`src/rtl/cipher_pkg.sv`:
```
`default_nettype none
// ============================================================================
// Module   : cipher_pkg
// Purpose  : Shared types and constants for the Twofish byte-stream
//            controller (controller FSM encoding, group/key sizes).
// Ports    : none (package)
// Revision : 1.0 - initial release
// ============================================================================
package cipher_pkg;

  // Controller FSM states.
  typedef enum logic [1:0] {
    FILL  = 2'd0,
    ISSUE = 2'd1,
    WAIT  = 2'd2,
    DRAIN = 2'd3
  } ctrl_state_t;

  localparam int BLOCK_BYTES = 16;
  localparam int KEY_BITS    = 128;

endpackage : cipher_pkg
`default_nettype wire

```
`src/rtl/byte_packer.sv`:
```
`default_nettype none
// ============================================================================
// Module   : byte_packer
// Purpose  : Packs a byte stream into a BYTES-wide word, first byte landing
//            in the most significant position. Flags the shift that
//            completes a group.
// Ports    : clk_i      - clock
//            rst_i      - asynchronous active-high reset
//            clear_i    - discard the partial group (count back to 0)
//            shift_i    - accept byte_i this cycle
//            byte_i     - incoming byte
//            word_o     - complete word, valid while complete_o is high
//            cnt_o      - bytes held in the current partial group
//            complete_o - this shift delivers the last byte of a group
// Revision : 1.0 - initial release
// ============================================================================
module byte_packer #(
  parameter int BYTES = 16
) (
  input  logic                       clk_i,
  input  logic                       rst_i,
  input  logic                       clear_i,
  input  logic                       shift_i,
  input  logic [7:0]                 byte_i,
  output logic [BYTES*8-1:0]         word_o,
  output logic [$clog2(BYTES)-1:0]   cnt_o,
  output logic                       complete_o
);

  localparam int CW = $clog2(BYTES);

  // Only BYTES-1 bytes are stored; the final byte is taken straight from
  // the input when the group completes.
  logic [(BYTES-1)*8-1:0] sreg_q;
  logic [CW-1:0]          cnt_q;
  logic [CW-1:0]          cnt_d;

  always_comb begin
    cnt_d = cnt_q;
    if (clear_i) begin
      // A byte shifted together with a clear starts the new group.
      cnt_d = shift_i ? CW'(1) : '0;
    end else if (shift_i) begin
      cnt_d = cnt_q + 1'b1;  // wraps to 0 on the last byte of a group
    end
  end

  always_ff @(posedge clk_i or posedge rst_i) begin
    if (rst_i) begin
      sreg_q <= '0;
      cnt_q  <= '0;
    end else begin
      cnt_q <= cnt_d;
      if (shift_i) begin
        sreg_q <= {sreg_q[(BYTES-2)*8-1:0], byte_i};
      end
    end
  end

  assign word_o     = {sreg_q, byte_i};
  assign cnt_o      = cnt_q;
  assign complete_o = shift_i && !clear_i && (cnt_q == CW'(BYTES-1));

endmodule : byte_packer
`default_nettype wire

```
`src/rtl/cipher_stream_ctrl.sv`:
```
`default_nettype none
// ============================================================================
// Module   : cipher_stream_ctrl
// Purpose  : Byte-stream front/back end for the Twofish datapath core.
//            Packs key and block bytes into 128-bit words, launches the
//            core with the Start/busy handshake, captures the result and
//            streams it out as 16 bytes.
// Ports    : clk_i / rst_i            - clock, async active-high reset
//            in_data_i, in_is_key_i,
//            in_ende_i, in_valid_i,
//            in_ready_o               - input byte stream
//            out_data_o, out_valid_o,
//            out_ready_i, out_last_o  - result byte stream
//            core_block_o, core_key_o,
//            core_start_o, core_ende_o,
//            core_o_i, core_busy_i    - datapath core interface
//            key_valid_o              - a full key is loaded
//            err_seq_o                - one-cycle sequencing error pulse
//            err_timeout_o            - sticky core timeout flag
// Revision : 1.0 - initial release
// ============================================================================
module cipher_stream_ctrl #(
  parameter int BLOCK_BYTES  = 16,  // fixed by the core; only 16 is legal
  parameter int CORE_TIMEOUT = 64
) (
  input  logic                       clk_i,
  input  logic                       rst_i,
  input  logic [7:0]                 in_data_i,
  input  logic                       in_is_key_i,
  input  logic                       in_ende_i,
  input  logic                       in_valid_i,
  output logic                       in_ready_o,
  output logic [7:0]                 out_data_o,
  output logic                       out_valid_o,
  input  logic                       out_ready_i,
  output logic                       out_last_o,
  output logic [BLOCK_BYTES*8-1:0]   core_block_o,
  output logic [BLOCK_BYTES*8-1:0]   core_key_o,
  output logic                       core_start_o,
  output logic                       core_ende_o,
  input  logic [BLOCK_BYTES*8-1:0]   core_o_i,
  input  logic                       core_busy_i,
  output logic                       key_valid_o,
  output logic                       err_seq_o,
  output logic                       err_timeout_o
);

  import cipher_pkg::*;

  localparam int W  = KEY_BITS;
  localparam int CW = $clog2(BLOCK_BYTES);
  localparam int TW = $clog2(CORE_TIMEOUT) + 1;

  // --------------------------------------------------------------------------
  // State
  // --------------------------------------------------------------------------
  ctrl_state_t   state_q, state_d;
  logic          rdy_en_q;            // holds in_ready low for the first cycle out of reset
  logic          key_valid_q, key_valid_d;
  logic [W-1:0]  core_key_q, core_key_d;
  logic [W-1:0]  core_block_q, core_block_d;
  logic          ende_q, ende_d;
  logic          err_seq_q;
  logic          err_timeout_q, err_timeout_d;
  logic [TW-1:0] tmo_q, tmo_d;
  logic [W-1:0]  osreg_q, osreg_d;
  logic [CW-1:0] ocnt_q, ocnt_d;

  // --------------------------------------------------------------------------
  // Input acceptance and sequencing checks
  // --------------------------------------------------------------------------
  logic          accept;
  logic          no_key_err;
  logic          switch_err;
  logic          seq_err;
  logic          key_shift;
  logic          blk_shift;
  logic [W-1:0]  key_word;
  logic [W-1:0]  blk_word;
  logic [CW-1:0] key_cnt;
  logic [CW-1:0] blk_cnt;
  logic          key_done;
  logic          blk_done;

  assign accept     = (state_q == FILL) && rdy_en_q && in_valid_i;
  // Block bytes are meaningless without a key: drop them.
  assign no_key_err = accept && !in_is_key_i && !key_valid_q;
  // A group of the other kind is partially loaded: the byte restarts a group.
  assign switch_err = accept && !no_key_err &&
                      (in_is_key_i ? (blk_cnt != '0) : (key_cnt != '0));
  assign seq_err    = no_key_err || switch_err;
  assign key_shift  = accept && in_is_key_i;
  assign blk_shift  = accept && !in_is_key_i && key_valid_q;

  byte_packer #(.BYTES(BLOCK_BYTES)) u_key_packer (
    .clk_i      (clk_i),
    .rst_i      (rst_i),
    .clear_i    (seq_err),
    .shift_i    (key_shift),
    .byte_i     (in_data_i),
    .word_o     (key_word),
    .cnt_o      (key_cnt),
    .complete_o (key_done)
  );

  byte_packer #(.BYTES(BLOCK_BYTES)) u_blk_packer (
    .clk_i      (clk_i),
    .rst_i      (rst_i),
    .clear_i    (seq_err),
    .shift_i    (blk_shift),
    .byte_i     (in_data_i),
    .word_o     (blk_word),
    .cnt_o      (blk_cnt),
    .complete_o (blk_done)
  );

  // --------------------------------------------------------------------------
  // FSM next-state and outputs
  // --------------------------------------------------------------------------
  always_comb begin
    state_d       = state_q;
    key_valid_d   = key_valid_q;
    core_key_d    = core_key_q;
    core_block_d  = core_block_q;
    ende_d        = ende_q;
    err_timeout_d = err_timeout_q;
    tmo_d         = tmo_q;
    osreg_d       = osreg_q;
    ocnt_d        = ocnt_q;
    in_ready_o    = 1'b0;
    core_start_o  = 1'b0;
    out_valid_o   = 1'b0;
    out_last_o    = 1'b0;

    case (state_q)
      FILL: begin
        in_ready_o = rdy_en_q;
        // The old key stays on the core until a new group fully arrives.
        if (key_done) begin
          core_key_d  = key_word;
          key_valid_d = 1'b1;
        end
        if (blk_shift && (blk_cnt == '0)) begin
          ende_d = in_ende_i;
        end
        if (blk_done) begin
          core_block_d = blk_word;
          state_d      = ISSUE;
        end
      end

      ISSUE: begin
        // Start is held until the core acknowledges with busy; the core
        // needs Start low again to finish.
        core_start_o = 1'b1;
        if (core_busy_i) begin
          tmo_d   = '0;
          state_d = WAIT;
        end
      end

      WAIT: begin
        if (!core_busy_i) begin
          osreg_d = core_o_i;
          ocnt_d  = '0;
          state_d = DRAIN;
        end else if (tmo_q == TW'(CORE_TIMEOUT - 1)) begin
          err_timeout_d = 1'b1;
          state_d       = FILL;
        end else begin
          tmo_d = tmo_q + 1'b1;
        end
      end

      DRAIN: begin
        out_valid_o = 1'b1;
        out_last_o  = (ocnt_q == CW'(BLOCK_BYTES - 1));
        if (out_ready_i) begin
          osreg_d = {osreg_q[W-9:0], 8'h00};
          ocnt_d  = ocnt_q + 1'b1;
          if (ocnt_q == CW'(BLOCK_BYTES - 1)) begin
            state_d = FILL;
          end
        end
      end

      default: begin
        state_d = FILL;
      end
    endcase
  end

  // --------------------------------------------------------------------------
  // Registers
  // --------------------------------------------------------------------------
  always_ff @(posedge clk_i or posedge rst_i) begin
    if (rst_i) begin
      state_q       <= FILL;
      rdy_en_q      <= 1'b0;
      key_valid_q   <= 1'b0;
      core_key_q    <= '0;
      core_block_q  <= '0;
      ende_q        <= 1'b0;
      err_seq_q     <= 1'b0;
      err_timeout_q <= 1'b0;
      tmo_q         <= '0;
      osreg_q       <= '0;
      ocnt_q        <= '0;
    end else begin
      state_q       <= state_d;
      rdy_en_q      <= 1'b1;
      key_valid_q   <= key_valid_d;
      core_key_q    <= core_key_d;
      core_block_q  <= core_block_d;
      ende_q        <= ende_d;
      err_seq_q     <= seq_err;
      err_timeout_q <= err_timeout_d;
      tmo_q         <= tmo_d;
      osreg_q       <= osreg_d;
      ocnt_q        <= ocnt_d;
    end
  end

  assign out_data_o    = osreg_q[W-1:W-8];
  assign core_key_o    = core_key_q;
  assign core_block_o  = core_block_q;
  assign core_ende_o   = ende_q;
  assign key_valid_o   = key_valid_q;
  assign err_seq_o     = err_seq_q;
  assign err_timeout_o = err_timeout_q;

endmodule : cipher_stream_ctrl
`default_nettype wire

```
`config.mk`:
```
export PLATFORM = sky130hd
export DESIGN_NAME = cipher_stream_ctrl
export DESIGN_NICKNAME = d
export VERILOG_FILES = /design/src/rtl/cipher_pkg.sv /design/src/rtl/byte_packer.sv /design/src/rtl/cipher_stream_ctrl.sv
export SDC_FILE = /design/constraint.sdc
export NUM_CORES = 1
export LEC_CHECK = 0
export CORE_MARGIN = 4
export CORE_UTILIZATION = 35
export CTS_CLUSTER_DIAMETER = 120
export DETAILED_ROUTE_END_ITERATION = 16
export PLACE_DENSITY = 0.53
export SLEW_MARGIN = 20
export SYNTH_ARGS = -nofsm -noshare
export SYNTH_HDL_FRONTEND = slang
export SYNTH_SLANG_ARGS = --single-unit
```
`constraint.sdc`:
```
create_clock -name clk_i -period 27.2 [get_ports clk_i]
set_input_delay 2.72 -clock clk_i [delete_from_list [all_inputs] [get_ports clk_i]]
set_output_delay 2.72 -clock clk_i [all_outputs]
set_load 0.05 [all_outputs]
```
==> metrics.md <==
| Metric | Value |
|---|---|
| Pins Over Slew Limit | `0` |
| Vias in the first global route | `17,693` |
| RD Place Congestion | `~0.8` |
| Max VDD drop | `about 0.031 mV` |
| Post-DR wirelength/cell | `~18 um` |
| Skew-Pair Late Insertion Delay | `0.59 ns` |
| Largest net degree at the start of global routing | `150` |
| Via Count | `between 15,000 and 20,000` |
| H-tree depth | `3` |
| Die Area | `a little under 0.08 mm^2` |
| Initial antenna violation count | `4` |
| Max cap viols | `0` |
| Crit-path max FO | `57` |
| Worst-path clk slew | `~0.060 ns` |
| IO buf count | `~410` |
| LEAKAGE | `between 0.015 and 0.02 uW` |
| Most frequent cells in the layout | `650 x dfrtp_1, 620 x nand2_1, 414 x clkdlybuf4s50_1` |
| Final ANT Viol Nets | `0` |
| Slew Limit Headroom | `0.2925` |
| Pwr dens | `roughly 65 mW/mm^2` |
| Crit share post-route | `0.2218` |
| Setup slack, reg-to-reg | `approximately 24 ns` |
| Min cycle time layout | `about 6.0 ns` |
| Min-Delay Path Class | `register to register` |
| # IOs | `415` |
| Area Growth Syn to Fin | `28.76%` |
| All-layer global routing usage | `0.1650` |
| CTS Sinks | `650` |
| CP top delay family | `buffers and inverters` |
| Post-Route WL | `around 65 mm` |
| Critical Setup Path Class | `register to primary output` |
| Ys Warns | `0` |
| Top cells by area, synth | `dfrtp_1 64%, mux2_2 11%, nand2_1 9.2%, mux2_1 5.9%, a31oi_1 3.0%` |
| Yosys top cell by area | `dfrtp_1` |
| Post-Synthesis Cell Area | `about 0.025 mm^2` |
| Sequential share of power | `0.490` |
| First DRT Iteration DRCs | `just over 1,000` |
| Psw | `around 470 uW` |
| Sequential-to-total area share from yosys stat | `0.6384` |
| Post-synth EDFFs | `0` |
| WP depth | `3` |
| Synth async-reset ratio | `1.000` |
| Multi-input gate area | `about 0.0086 mm^2` |
| Critical path startpoint | `state_q[0]$_DFFE_PP0P_` |
| Commonest non-fill, non-tap cell in the layout | `dfrtp_1` |
| Yosys cell types | `46` |
| Die Y | `around 280 um` |
| Buf/Inv on CP | `2` |
| Chip width | `about 280 um` |
| Unrepaired setup endpoints after global routing | `false` |
| Crit-path slowest cell | `clkdlybuf4s50_1` |
| Core area | `~0.072 mm^2` |
| Worst Setup EP | `out_valid_o` |
| RR Endpoint | `core_key_o[5]$_DFFE_PP0P_` |
| Setup TNS | `0 ns` |
| DRC | `0` |
| Clock Skews | `0.01345 ns` |
| Nets | `around 2,700` |
| CTS tree | `yes` |
| Area share of the largest cell type after synthesis | `0.6384` |
| Fin. Hold Viols | `0` |
| Worst slack, placed | `20.60 ns` |
| CTS Hold Buffers Added | `0` |
| Layout cells sized above 1 | `0.1513` |
| Slew @ Worst Pin | `1.059 ns` |
| CP arrival | `between 3 and 4 ns` |
| CTS root buf | `clkbuf_16` |
| Setup Viol. Count Final | `0` |
| Cell count after synthesis | `between 2,000 and 2,500` |
| Storage cell area | `~0.016 mm^2` |
| First-pass GRT wire length | `slightly above 100 mm` |
| Ys flop type | `dfrtp_1` |
| TritonRoute pass-1 iters | `5` |
| Number of core rows | `between 90 and 100` |
| Synth Register Bits | `650` |
| Syn Nets | `between 2,000 and 2,500` |
| Total grt overflow | `0` |
| Fmax | `0.1658 GHz` |
| Vias per Instance | `4.791` |
| CTS buffer count | `73` |
| Startpoint types | `register` |
| Int Power | `between 1500 and 2000 uW` |
| Setup bufs post-CTS | `0` |
| Worst EP required | `around 24 ns` |
| Largest stage delay on the critical path | `0.90 ns` |
| Worst-case reg-to-reg path depth | `6` |
| Avg Cell Area, Syn | `11.91 um^2` |
| Post_cts resized | `0` |
| Sw Ratio | `0.2198` |
| Status | `complete, no violations` |
| Worst setup EP type | `primary output` |
| Clock Tree Buf Depth | `3` |
| Fillers | `slightly below 7,000` |
| R2r startpoint | `state_q[0]$_DFFE_PP0P_` |
| Critical-path cell list | `nand2_4, clkinv_2, clkdlybuf4s50_1` |
| Starting density of the core | `0.3546` |
| Clock power frac | `0.463` |
| Setup WS post-layout | `around 21 ns` |
| Combinational share of power | `0.047` |
| Hpwl dp | `between 40 and 50 mm` |
[worst reg2reg max path: stages (launching register included)]
cell and delay (ns):
dfrtp_1 0.60, and4bb_4 0.54, nand3_1 0.15, nor3_4 0.18
buf_4 0.63, buf_4 0.90, mux2_2 0.53
[cell families after synthesis]
kind of cell,count (synthesis),synth area share
buf+inv,144,0.02691
flops,650,0.6384
other cells,1,0.0001472
compound gates,164,0.04228
xor+xnor,4,0.001375
fa+ha+maj,6,0.002946
mux,377,0.1666
simple gates,794,0.1214
[layer usage]
metal	wire (um)	vias up	global-route usage	part of all wire
met5	0	-	0	0
met4	1235	0	0.04614	0.019
met3	3706	75	0.03913	0.057
met2	31530	385	0.2710	0.49
met1	28470	8484	0.2199	0.44
li1	-	7922	-	-
[state kept, by name (all words and copies together), names as in the netlist]
register             count
u_blk_packer.cnt_o       4
err_timeout_o            1
core_key_o             128
osreg_q                128
u_key_packer.cnt_o       4
state_q                  2
rdy_en_q                 1
err_seq_o                1
u_key_packer.sreg_q    120
key_valid_o              1
core_block_o           128
tmo_q                    7
ocnt_q                   4
u_blk_packer.sreg_q    120
core_ende_o              1
[metrics by stage]
step,area [um^2],power [uW],std cells,hold WS [ns],utilization
2_1_floorplan,25480,1121,2140,0.4386,-
3_3_place_gp,30360,1166,3390,0.4502,0.4226
3_5_place_dp,30360,1171,3390,0.4529,0.4226
4_1_cts,32790,2185,3514,0.4679,0.4563
5_1_grt,32800,2238,3517,0.4717,0.4565
6_report,32810,2147,3520,0.4590,0.4566
[Yosys cell counts, types with 2 or more instances]
cell / n
a211oi_1: 3
a21o_1: 2
a21oi_1: 5
a22o_1: 12
a31oi_1: 122
and2_1: 4
buf_2: 35
buf_4: 19
buf_6: 4
clkbuf_1: 75
dfrtp_1: 650
ha_1: 6
inv_1: 10
mux2_1: 134
mux2_2: 243
nand2_1: 622
nand2b_1: 4
nand3_1: 10
nand4bb_1: 2
nor2_1: 136
nor3_1: 4
nor3_2: 2
o21a_1: 2
o21ai_0: 9
o31ai_1: 2
xnor2_1: 3
[worst min path at each step]
stage	endpoint	depth (start not counted)	from	slack, ns
floorplan	u_blk_packer.sreg_q[112]$_DFFE_PP0N_	2	u_blk_packer.sreg_q[112]$_DFFE_PP0N_	0.44
global placement	err_timeout_o$_DFFE_PP0P_	1	err_timeout_o$_DFFE_PP0P_	0.45
detailed placement	err_timeout_o$_DFFE_PP0P_	1	err_timeout_o$_DFFE_PP0P_	0.45
CTS	err_timeout_o$_DFFE_PP0P_	1	err_timeout_o$_DFFE_PP0P_	0.47
global route	err_timeout_o$_DFFE_PP0P_	1	err_timeout_o$_DFFE_PP0P_	0.47
finish	err_timeout_o$_DFFE_PP0P_	1	err_timeout_o$_DFFE_PP0P_	0.46
[power by group through the flow]
| stage | Clock (uW) | Sequential (uW) | Combinational, uW |
|---|---|---|---|
| CTS | 1030 | 1050 | 104 |
| floorplan | 0 | 1050 | 66.7 |
| global placement | 0 | 1070 | 99.9 |
| finish | 995 | 1050 | 101 |
| global route | 1070 | 1060 | 113 |
| detailed placement | 0 | 1070 | 103 |
[cell type report]
cell class | instances | area share
inverters | 11 | 0.001678
flip-flops and latches | 650 | 0.4957
clock inverters | 24 | 0.009152
well taps | 950 | 0.03623
clock buffers | 100 | 0.06468
diodes | 6 | 0.0004576
multi-input cells | 1346 | 0.2613
repair buffers | 433 | 0.1308
(Power assumes the default switching activity.)
==> variant 1: new RTL, config.mk and constraints unchanged <==
`core_key_q` no longer has a reset.
--- a/src/rtl/cipher_stream_ctrl.sv
+++ b/src/rtl/cipher_stream_ctrl.sv
@@ -199,5 +199,4 @@
       rdy_en_q      <= 1'b0;
       key_valid_q   <= 1'b0;
-      core_key_q    <= '0;
       core_block_q  <= '0;
       ende_q        <= 1'b0;
@@ -211,5 +210,4 @@
       rdy_en_q      <= 1'b1;
       key_valid_q   <= key_valid_d;
-      core_key_q    <= core_key_d;
       core_block_q  <= core_block_d;
       ende_q        <= ende_d;
@@ -222,4 +220,8 @@
   end
 
+  always_ff @(posedge clk_i) begin
+    core_key_q <= core_key_d;
+  end
+
   assign out_data_o    = osreg_q[W-1:W-8];
   assign core_key_o    = core_key_q;
Function: same outputs for any inputs over 10 cycles, from zero or initial values and one cycle with rst_i high; that may be too few to reach the edited logic, so the function may still have changed.
==> variant 1 against the unedited design <==
Cell count is 7.6% lower; cell area is 2.3% lower; worst setup slack improved by 0.39 ns; worst hold slack got worse by 0.018 ns; critical path type unchanged; critical path depth did not move; global-route usage down 0.66 points; register-to-register slack lost 0.11 ns; routed wire length fell by 8.2%; total power shrank 0.12%; highest routed layer unchanged; largest cell class unchanged; synthesized area decreased by 2.9%; first-iteration DRC count barely moved; sequential cell count unchanged.
==> variant 1: results (changes against the unedited design) <==
* EDFF count, synth at 128 (+128)
* Syn avg cell area at 13.4 um^2 (+12%)
* Share of cells above drive strength 1 at 0.124 (-0.0269)
* Asr flop ratio synth at 0.803 (-0.197)
* Wire length on met1 at 26.0 mm (-8.7%)
* Compound-gate portion of the synthesized area at 0.0376 (-0.00466)
* Hold Crit Start: u_key_packer.sreg_q[115]
* Post-place instance area at 29700 um^2 (-2.2%)
* Met3 usage at 0.0432 (+0.00409)
* Xor-xnor portion of the synthesized cell area at 0.00177 (+0.000395)
* Top post-synthesis cells by area: dfrtp_1, edfxtp_1, nand2_1, mux2_2, mux2i_1
* Final wirelength at 59.6 mm (-8.2%)
* Worst Setup EP: out_last_o
* Post-Syn Nets at 2002 (-13%)
* Seq/Total Area, Yosys at 0.683 (+0.0448)
* Status: finished clean
* Worst Path Arrival at 2.92 ns (-0.39 ns)
* WHS Endpoint: core_key_o[123]
* Met2 wire len at 28.6 mm (-9.3%)
* Worst r2r path cells at 7 (+1)
* DRT iter0 DRCs at 1008 (-0.099%)
* CP max FO at 34 (-40%)
* R2r startpoint: u_blk_packer.cnt_o[1]
* Reg-to-reg slack, setup at 23.44 ns (-0.11 ns)
* Post-DP HPWL at 39.7 mm (-7.3%)
* Min-Delay Path Depth at 0 (-1)
* Adder-Cell Fraction of Synth Area at 0.00303 (+0.0000871)
* All-Layer GR Usage at 0.158 (-0.00664)
* Max IR drop VDD at 36.4 uV (+19%)
* Via count at 15000 (-11%)
* Pint at 1.68 mW (+0.37%)
* Mux contribution to synthesized area at 0.163 (-0.00341)
* Slew at the pin with the worst max-slew slack at 1.07 ns (+0.0125 ns)
* CP top delay family: simple AND/OR/NAND/NOR gates
* CTS Buf Count at 72 (-1.4%)
* Crit path time final at 5.64 ns (-0.394 ns)
* Top cells by count, synth: dfrtp_1, nand2_1, mux2_2
* Pre-CTS WS at 21.06 ns (+0.461 ns)
* Met2 usage at 0.260 (-0.0110)
* Vias in the first global route at 15700 (-11%)
* Yosys cell types at 48 (+4.3%)
* Final GP Congestion at 0.777 (-0.41%)
* CP max stage delay at 0.85 ns (-0.05 ns)
* Largest net degree at the start of global routing at 159 (+6.0%)
[variant 1: changes by cell type after synthesis, sizes merged, moves of 5 or more]
cell / before / now
nand3: 10 / 5
clkbuf: 75 / 45
mux2: 377 / 249
nand2: 622 / 495
a31oi: 122 / 4
edfxtp: 0 / 128
mux2i: 0 / 120
o21ai: 10 / 128
nor2: 136 / 13
dfrtp: 650 / 522
[variant 1: final cells by class]
| cell class | instances | area, um^2 |
|---|---|---|
| fill | 6384 | 38000 |
| inverter | 8 | 37.5 |
| sequential | 650 | 16900 |
| clock buffer | 101 | 2060 |
| clock inverter | 28 | 292 |
| multi-input combinational | 1088 | 7280 |
| tap | 940 | 1180 |
| timing repair buffer | 431 | 4290 |
| antenna | 8 | 20.0 |
[variant 1: power by group through the flow]
stage               logic (mW)  registers, mW  clock network [mW]
floorplan               0.0628           1.09                   0
global placement        0.0953           1.11                   0
detailed placement      0.0977           1.11                   0
CTS                     0.0981           1.09               0.997
global route             0.107           1.10                1.04
finish                  0.0951           1.09               0.960
==> variant 2: new RTL, same flow settings <==
Without the edit above. `CORE_TIMEOUT`: 64 -> 128.
--- a/src/rtl/cipher_stream_ctrl.sv
+++ b/src/rtl/cipher_stream_ctrl.sv
@@ -22,5 +22,5 @@
 module cipher_stream_ctrl #(
   parameter int BLOCK_BYTES  = 16,  // fixed by the core; only 16 is legal
-  parameter int CORE_TIMEOUT = 64
+  parameter int CORE_TIMEOUT = 128
 ) (
   input  logic                       clk_i,
Function: same outputs for any inputs over 10 cycles, from zero or initial values and one cycle with rst_i high; that may be too few to reach the edited logic, so the function may still have changed.
==> variant 2 against the unedited design <==
Synthesized area up 0.53%; worst hold slack better by 0.0059 ns; sequential cell count up 1; total power up 0.93%; worst setup slack worse by 0.21 ns; cell area up 0.64%; routed wire length down 0.69%; clock skew up 0.0076 ns; critical path type unchanged.
==> variant 2: results (changes against the unedited design) <==
* Status: finished clean
* Leak at 15.9 nW (-1.5%)
* First-pass GRT wire length at 101 mm (-1.7%)
* All-Layer GR Usage at 0.164 (-0.00145)
* Fin nets at 2536 (-4.8%)
* Via count at 16100 (-4.6%)
* Final GP Congestion at 0.775 (-0.63%)
* Xor-xnor portion of the synthesized cell area at 0.00239 (+0.00102)
* Slew at the pin with the worst max-slew slack at 0.977 ns (-0.0816 ns)
* DRT iter0 DRCs at 932 (-7.6%)
* Worst Setup EP: out_last_o
* R2r startpoint: state_q[1]
* Crit path time final at 6.24 ns (+0.211 ns)
* CP max FO at 37 (-35%)
* Yosys cell types at 40 (-13%)
* Layout clock area frac at 0.0760 (+0.00218)
* Signal buf overhead at 0.131 (-0.000155)
* Vias in the first global route at 17200 (-3.0%)
* Wire length on met1 at 27.8 mm (-2.5%)
* Final wirelength at 64.5 mm (-0.69%)
* Inst Count DP at 3259 (-3.9%)
* Adder-Cell Fraction of Synth Area at 0.00293 (-0.0000155)
* Grt met1 use at 0.210 (-0.00997)
* Post-place instance area at 30500 um^2 (+0.38%)
* Compound-gate portion of the synthesized area at 0.0327 (-0.00955)
* Share of cells above drive strength 1 at 0.172 (+0.0203)
* Final std cells w/o fill at 3393 (-3.6%)
* Mux contribution to synthesized area at 0.213 (+0.0465)
* Pre-CTS WS at 21.03 ns (+0.430 ns)
* Antenna violations before repair at 3 (-1)
* Top post-synthesis cells by area: dfrtp_1, mux2_2, nand2_1, mux2i_1, mux2_1
* Buffers excl. clock at 431 (-0.46%)
* Highest Signal Layer: met5
* Syn avg cell area at 12.8 um^2 (+7.6%)
* CTS Buf Count at 75 (+2.7%)
* Seq/Total Area, Yosys at 0.636 (-0.00239)
* FF-to-FF End: core_block_o[85]
* Ant. Diodes at 2 (-4)
* Hold Slack at 0.465 ns (+0.00588 ns)
* Max IR drop VDD at 35.1 uV (+14%)
* Worst skew pair latency at 0.61 ns (+0.02 ns)
* Met2 usage at 0.267 (-0.00427)
* Post-Syn Nets at 2149 (-6.1%)
variant 2: cell types whose count changed after synthesis, moves of 9 or more:
cell / before / now
a31oi_1: 122 / 1
buf_2: 35 / 24
buf_6: 4 / 13
clkbuf_1: 75 / 65
mux2_1: 134 / 103
mux2_2: 243 / 275
mux2i_1: 0 / 120
nand2_1: 622 / 496
nor2_1: 136 / 12
o21ai_0: 9 / 131
variant 2: power by group:
group | leakage, nW | internal, mW | switching (mW)
logic | 5.65 | 0.0590 | 0.0409
registers | 9.00 | 1.02 | 0.0366
clock network | 1.24 | 0.620 | 0.395
variant 2: worst max-delay path, cell delays in order (launching register included):
cell and delay (ns):
dfrtp_1 0.68, and2_4 0.59, buf_4 0.61, nor2b_1 0.21, clkdlybuf4s50_1 0.81
